$ cat src/rtl/trigger_conditioner_if.sv
// -----------------------------------------------------------------------------
// trigger_conditioner_if
// Host programming bus for the trigger conditioner.
//   prog_we       one-cycle write strobe (dataclk domain)
//   prog_module   target module select
//   prog_address  register select (0: debounce length, 1: polarity mask)
//   prog_channel  digital-input index for per-channel registers
//   prog_word     write data
// master drives the bus (host side), slave receives it (conditioner side).
// -----------------------------------------------------------------------------
interface trigger_conditioner_if;
  logic        prog_we;
  logic [4:0]  prog_module;
  logic [3:0]  prog_address;
  logic [3:0]  prog_channel;
  logic [15:0] prog_word;

  modport master (
    output prog_we,
    output prog_module,
    output prog_address,
    output prog_channel,
    output prog_word
  );

  modport slave (
    input prog_we,
    input prog_module,
    input prog_address,
    input prog_channel,
    input prog_word
  );
endinterface

$ cat src/rtl/trigger_conditioner.sv
// -----------------------------------------------------------------------------
// trigger_conditioner
// Builds the 32-bit trigger vector consumed by the stim / digital-output
// sequencers. Once per sample frame (tick = channel 0, main_state TICK_STATE)
// it publishes:
//   triggers[15:0]  debounced, polarity-adjusted external digital inputs
//   triggers[23:16] host manual triggers, edge-captured, one frame long
//   triggers[31:24] synchronized comparator flags
//
// Ports:
//   dataclk       system data clock
//   reset         synchronous, active-high
//   main_state    global sequencer state
//   channel       global channel index
//   digin         asynchronous TTL inputs
//   comp_in       asynchronous comparator flags
//   manual_trig   asynchronous host level triggers
//   prog          programming bus (trigger_conditioner_if.slave)
//   triggers      conditioned trigger vector, updated the cycle after a tick
//   digin_stable  debounced digin before polarity, for host readout
//
// Optional feature, macro TRIGGER_CONDITIONER_STATUS_EN:
//   status_clear  one-cycle pulse clearing trig_seen
//   trig_seen     sticky OR of every published trigger vector
// -----------------------------------------------------------------------------
module trigger_conditioner #(
  parameter int MODULE     = 0,
  parameter int TICK_STATE = 98
) (
  input  logic                 dataclk,
  input  logic                 reset,
  input  logic [31:0]          main_state,
  input  logic [5:0]           channel,
  input  logic [15:0]          digin,
  input  logic [7:0]           comp_in,
  input  logic [7:0]           manual_trig,
  trigger_conditioner_if.slave prog,
`ifdef TRIGGER_CONDITIONER_STATUS_EN
  input  logic                 status_clear,
  output logic [31:0]          trig_seen,
`endif
  output logic [31:0]          triggers,
  output logic [15:0]          digin_stable
);

  localparam logic [4:0]  MODULE_SEL = MODULE[4:0];
  localparam logic [31:0] TICK_VAL   = 32'(TICK_STATE);

  // Two-flop synchronizers.
  logic [15:0] digin_s1, digin_s2;
  logic [7:0]  comp_s1, comp_s2;
  logic [7:0]  man_s1, man_s2;

  // Programmed registers.
  logic [3:0]  deb_len [16];
  logic [15:0] digin_pol;

  // Debounce state.
  logic [15:0] stable, stable_next;
  logic [3:0]  cnt [16];
  logic [3:0]  cnt_next [16];

  // Manual trigger capture.
  logic [7:0]  man_prev;
  logic [7:0]  pend;
  logic [7:0]  man_rise;
  logic [1:0]  warm;
  logic        sync_warm;

  logic        tick;
  logic [31:0] trig_new;

  assign tick         = (channel == 6'd0) && (main_state == TICK_VAL);
  assign digin_stable = stable;

  // The manual synchronizer outputs zeros for two cycles after reset; until
  // it carries the real level, edge history stays at all-ones so a trigger
  // held high through reset is not mistaken for a fresh rising edge.
  assign sync_warm = (warm == 2'd2);
  assign man_rise  = man_s2 & ~man_prev;

  // Next debounce state, only ever advanced on the tick.
  // NOTE: every variable written here gets a default first, so no path can
  // leave it unassigned and infer a latch.
  always_comb begin
    stable_next = stable;
    cnt_next    = cnt;
    if (tick) begin
      for (int i = 0; i < 16; i++) begin
        if (digin_s2[i] == stable[i]) begin
          cnt_next[i] = 4'd0;
        end else if (({1'b0, cnt[i]} + 5'd1) >=
                     ((deb_len[i] == 4'd0) ? 5'd1 : {1'b0, deb_len[i]})) begin
          stable_next[i] = digin_s2[i];
          cnt_next[i]    = 4'd0;
        end else begin
          cnt_next[i] = cnt[i] + 4'd1;
        end
      end
    end
  end

  // Manual field carries the pending edges captured before this tick.
  assign trig_new = {comp_s2, pend, stable_next ^ digin_pol};

  // NOTE: sequential state uses non-blocking assignments only, so every flop
  // samples the pre-edge value of its sources regardless of statement order.
  always_ff @(posedge dataclk) begin
    if (reset) begin
      digin_s1  <= '0;
      digin_s2  <= '0;
      comp_s1   <= '0;
      comp_s2   <= '0;
      man_s1    <= '0;
      man_s2    <= '0;
      man_prev  <= 8'hFF;
      warm      <= 2'd0;
      pend      <= '0;
      stable    <= '0;
      digin_pol <= '0;
      triggers  <= '0;
      // NOTE: the small per-channel register arrays are reset explicitly;
      // they are flops with defined defaults, not RAM.
      for (int i = 0; i < 16; i++) begin
        deb_len[i] <= 4'd0;
        cnt[i]     <= 4'd0;
      end
    end else begin
      digin_s1 <= digin;
      digin_s2 <= digin_s1;
      comp_s1  <= comp_in;
      comp_s2  <= comp_s1;
      man_s1   <= manual_trig;
      man_s2   <= man_s1;

      if (!sync_warm) warm <= warm + 2'd1;
      man_prev <= sync_warm ? man_s2 : 8'hFF;

      // An edge on the tick cycle lands after the transfer, so it is carried
      // into the next frame instead of being dropped.
      if (tick) pend <= man_rise;
      else      pend <= pend | man_rise;

      stable <= stable_next;
      cnt    <= cnt_next;
      if (tick) triggers <= trig_new;

      // Register writes are consumed only on the tick, so they take effect at
      // the next frame without extra staging.
      if (prog.prog_we && (prog.prog_module == MODULE_SEL)) begin
        case (prog.prog_address)
          4'd0:    deb_len[prog.prog_channel] <= prog.prog_word[3:0];
          4'd1:    digin_pol <= prog.prog_word;
          default: ;
        endcase
      end
    end
  end

`ifdef TRIGGER_CONDITIONER_STATUS_EN
  // Clear is applied before the OR so a clear on a tick keeps that frame.
  always_ff @(posedge dataclk) begin
    if (reset) begin
      trig_seen <= '0;
    end else if (tick) begin
      trig_seen <= (status_clear ? 32'd0 : trig_seen) | trig_new;
    end else if (status_clear) begin
      trig_seen <= '0;
    end
  end
`endif

endmodule
$ cat src/flat_wrapper.sv
// flat-port wrapper written by rule: the top's interface ports become plain ports
module trigger_conditioner_flat 
#(
  parameter int MODULE     = 0,
  parameter int TICK_STATE = 98
)
  (dataclk, reset, main_state, channel, digin, comp_in, manual_trig, triggers, digin_stable, prog_prog_we, prog_prog_module, prog_prog_address, prog_prog_channel, prog_prog_word);
  trigger_conditioner_if prog_i ();
  input  logic dataclk;
  input  logic reset;
  input  logic [31:0] main_state;
  input  logic [5:0] channel;
  input  logic [15:0] digin;
  input  logic [7:0] comp_in;
  input  logic [7:0] manual_trig;
  output logic [31:0] triggers;
  output logic [15:0] digin_stable;
  input wire logic [$bits(prog_i.prog_we)-1:0] prog_prog_we;
  input wire logic [$bits(prog_i.prog_module)-1:0] prog_prog_module;
  input wire logic [$bits(prog_i.prog_address)-1:0] prog_prog_address;
  input wire logic [$bits(prog_i.prog_channel)-1:0] prog_prog_channel;
  input wire logic [$bits(prog_i.prog_word)-1:0] prog_prog_word;
  assign prog_i.prog_we = prog_prog_we;
  assign prog_i.prog_module = prog_prog_module;
  assign prog_i.prog_address = prog_prog_address;
  assign prog_i.prog_channel = prog_prog_channel;
  assign prog_i.prog_word = prog_prog_word;
  trigger_conditioner #(.MODULE(MODULE), .TICK_STATE(TICK_STATE)) u_core (.dataclk(dataclk), .reset(reset), .main_state(main_state), .channel(channel), .digin(digin), .comp_in(comp_in), .manual_trig(manual_trig), .prog(prog_i), .triggers(triggers), .digin_stable(digin_stable));
endmodule
$ cat config.mk
export PLATFORM = sky130hd
export DESIGN_NAME = trigger_conditioner_flat
export DESIGN_NICKNAME = d
export VERILOG_FILES = /design/src/rtl/trigger_conditioner_if.sv /design/src/rtl/trigger_conditioner.sv /design/src/flat_wrapper.sv
export SDC_FILE = /design/constraint.sdc
export NUM_CORES = 1
export LEC_CHECK = 0
export CORE_ASPECT_RATIO = 1.4
export CORE_UTILIZATION = 40
export DETAILED_ROUTE_END_ITERATION = 12
export PLACE_DENSITY = 0.57
export SLEW_MARGIN = 25
export SYNTH_ARGS = -nofsm -noshare
export SYNTH_HDL_FRONTEND = slang
export SYNTH_SLANG_ARGS = --single-unit
$ cat constraint.sdc
create_clock -name dataclk -period 6.1 [get_ports dataclk]
set_input_delay 1.22 -clock dataclk [delete_from_list [all_inputs] [get_ports dataclk]]
set_output_delay 1.22 -clock dataclk [all_outputs]
set_load 0.03 [all_outputs]
==> summary.txt <==
Power
  • Pint: approximately 3.2 mW
  • Switching share of power: 21.4%
  • Max VDD drop: around 180 uV
  • Leakage: between 6 and 7 nW
  • Clock power share: between 40 and 50%
  • NetSw: about 0.86 mW
  • Gate power share: under 10%
  • Power per standard cell area: 249 nW/um^2
  • Overall power after layout: 4.02 mW
  • Part of the power in registers: between 40% and 50%

Synth
  • YS warnings: 0
  • Post-synth top area share: about a third
  • Netlist cell types: 43
  • Post-synthesis sequential area ratio: between 40% and 50%
  • Syn Inst Count: between 1,000 and 1,500
  • Flops & latches, synth: ~270
  • Number of flops mapped to enable cells by yosys: 64
  • Post-Syn Area: approximately 13,000 sq um
  • Synthesized area per cell: just over 9 sq um
  • Dominant synthesized flop cell: dfxtp_1
  • Synthesized Nets: about 1,600
  • Ys async rst share: 0%
  • Yosys top cell by area: dfxtp_1
  • Top-count cell post-synth: dfxtp_1
  • Top post-synthesis cells by area: dfxtp_1, edfxtp_1, ha_1
  • Synth top cells by count: dfxtp_1, nand2_1, a21oi_1

Timing
  • Max-slew violations: 0
  • Hold Slack: roughly 430 ps
  • Period utilization: a little under three fifths
  • Maximum clock rate: approximately 290 MHz
  • Worst slew pin tran: 1010 ps
  • Worst relative slew slack: roughly a third
  • Setup-failing EPs final: 0
  • RSZ-0062 raised after global routing: no
  • Clk_skew: 14.9 ps
  • Setup TNS: 0 ps
  • Fin. Hold Viols: 0
  • Final min period: about 3500 ps

Floorplan
  • Std-Cell Rows: 78
  • Die area: ~34,000 sq um
  • Die width: between 150 and 200 um
  • Core Area: between 30,000 and 40,000 sq um
  • Die H: between 200 and 250 um
  • Starting Density: roughly 41%
  • IO Pins: 150

Global routing
  • GR met1 Demand/Resource: roughly a fifth
  • Initial antenna violation count: 1
  • Gr ovfl total: 0
  • First-pass GRT wire length: 49.1 mm
  • Grt met2 use: 32.8%
  • Vias in the first global route: 9,959
  • Gr busiest metal: met2
  • Gr usage total: about 18%
  • Largest net degree at the start of global routing: roughly 130
  • Met3 Use GR: 2.96%

CTS
  • CTS Root Cell: clkbuf_16
  • Post-cts sizing count: 0
  • Post-CTS repair timing setup buffer count: 0
  • H-Tree Depth: 1
  • CTS clk-pin slew, worst paths: ~60 ps
  • Clock buffer depth: 3
  • Hold-fix buffers, CTS: 0
  • Clk_lat worst skew: 560 ps
  • Cts bufs inserted: 29
  • Sink Count: 274
  • CTS tree: yes

Worst setup path
  • CP top delay family: buffers and inverters
  • CP endpoint kind: flip-flop
  • Required @ worst endpoint: 6580 ps
  • R2R Path End: u_core.triggers[0]
  • Slowest stage delay, CP: between 800 and 900 ps
  • Critical path class: in -> reg
  • R2R cell count: 8
  • Max FO, Critical Path: 79
  • Critical path, cell by cell: clkdlybuf4s50_1, nor4_2, nand4_2, buf_4, or3_4, buf_4, o21ai_0, a21oi_1
  • CP startpoint kind: primary input
  • Max stage delay cell, worst path: or3_4
  • Worst r2r src: u_core.cnt[60]
  • Buffers & Inverters on Critical Path: 3
  • Crit path arrival time: ~4000 ps
  • Crit path top cell by count: buf_4
  • R2r setup slk: approximately 3700 ps

Min path
  • Hold endpoint: u_core.man_prev[3]
  • Hold Path Origin: u_core.man_s2[3]
  • Hold path depth: 1
  • Hold crit path type: reg -> reg

Run status
  • Outcome: finished, final reports clean

Place
  • DP Wirelength: between 20 and 25 mm
  • GPL Wtd Cong: approximately 0.79
  • Port bufs: 149

Detailed routing
  • Post-Route WL: roughly 31 mm
  • Vias per cell: a little over 5
  • DRC viols: 0
  • WL per Instance: about 15 um
  • Total vias in the final route: between 10,000 and 15,000
  • Antenna-violating nets left: 0
  • Iteration-0 DRC Markers: 447
  • Drt first pass iters: 5

Layout
  • ANT cells: 0
  • Fillcell total: 3,209
  • Reg area: about 6000 sq um
  • Synth-to-layout area growth: 21.1%
  • Fin util: between 40% and 50%
  • Nets: about 1,700
  • Share of cells above drive strength 1: under 10%
  • Multi-input logic area: between 6000 and 7000 sq um

Run
  • Max cap viols: 0
==> worst max-delay path by stage <==
| stage | from | end | slack [ps] | cells past startpoint |
|---|---|---|---|---|
| 3_3_place_gp | main_state[16] | u_core.cnt[50] | 2030 | 8 |
| 2_1_floorplan | prog_prog_address[1] | u_core.deb_len[4][0] | 3120 | 5 |
| 3_5_place_dp | main_state[30] | u_core.digin_stable[4] | 1960 | 8 |
| 4_1_cts | main_state[30] | u_core.digin_stable[4] | 2550 | 8 |
| 5_1_grt | channel[0] | u_core.cnt[50] | 2370 | 8 |
| 6_report | main_state[30] | u_core.digin_stable[4] | 2600 | 8 |
==> sequential cells by signal, summed over array words and instances, names as in the netlist <==
register,cells
u_core.comp_s1,8
u_core.comp_s2,8
u_core.warm,2
u_core.digin_s2,16
u_core.man_prev,8
u_core.man_s1,8
u_core.digin_pol,16
u_core.digin_stable,16
u_core.cnt,64
u_core.digin_s1,16
u_core.deb_len,64
u_core.triggers,32
u_core.pend,8
u_core.man_s2,8
==> metal layers <==
layer | vias up | wire (um)
met2 | 185 | 15200
met3 | 41 | 1520
li1 | 5308 | -
met1 | 4913 | 13300
met5 | - | 0
met4 | 0 | 580
==> power groups by stage <==
| stage | combinational [mW] | clock, mW | sequential, mW |
|---|---|---|---|
| 6_report | 0.244 | 1.84 | 1.93 |
| 5_1_grt | 0.273 | 1.96 | 1.94 |
| 3_3_place_gp | 0.242 | 0 | 1.97 |
| 3_5_place_dp | 0.247 | 0 | 1.97 |
| 4_1_cts | 0.249 | 1.89 | 1.93 |
| 2_1_floorplan | 0.139 | 0 | 1.97 |
==> per-stage QoR <==
step                instance area, sq um  setup slack [ps]  instances
floorplan                          13300              3120       1434
CTS                                16100              2550       2020
detailed placement                 15100              1960       1968
finish                             16100              2600       2020
global placement                   15100              2030       1968
global route                       16100              2370       2020
==> worst register-to-register path: cells and delay by family, from the launching register on <==
kind / cells / cell delay (ps)
AO/OA/AOI/OAI: 3 / 690
flip-flops: 1 / 350
XOR/XNOR: 1 / 160
AND/OR/NAND/NOR: 2 / 590
adder cells (fa/ha/maj): 2 / 570
==> logic make-up after synthesis <==
family	Yosys count	share of synthesized area (%)
AND/OR/NAND/NOR	604	25.8
flip-flops	274	46.0
buffers and inverters	113	3.73
XOR/XNOR	49	3.22
AO/OA/AOI/OAI	313	13.7
adder cells (fa/ha/maj)	81	7.60
==> final cells by class <==
type	count	share of cell area (%)
flip-flops and latches	274	38.0
multi-input cells	1047	41.6
clock buffers	47	5.55
clock inverters	5	0.644
inverters	49	1.14
well taps	440	3.41
repair buffers	158	9.68
==> layout by cell type (no fill, tap or decap), types with 2 or more instances in the layout <==
cell             instances
a21boi_0                16
nand4_1                  2
dfxtp_1                210
a31o_2                  16
nand3b_1                34
edfxtp_1                64
o21ai_0                 36
inv_1                   49
nor4_2                   7
clkbuf_16               31
a211oi_1                16
xnor2_1                 16
a21oi_1                169
nand4_2                  2
nand3_1                 50
a31oi_1                 16
or4b_1                  17
nor3b_2                  2
nand2b_1                24
nand4b_1                17
nor4_1                  16
clkbuf_8                 7
xor2_1                  33
and2_1                  64
nand2_1                178
buf_4                    9
clkdlybuf4s50_1        148
nor2_1                  26
ha_1                    81
nor4b_2                  2
clkbuf_1                10
or2_2                   16
o311ai_0                16
nor3_1                  19
and3_1                  17
o21ai_1                 12
o211ai_1                16
nor2b_1                105
bufinv_16                3
(Power assumes the default switching activity.)
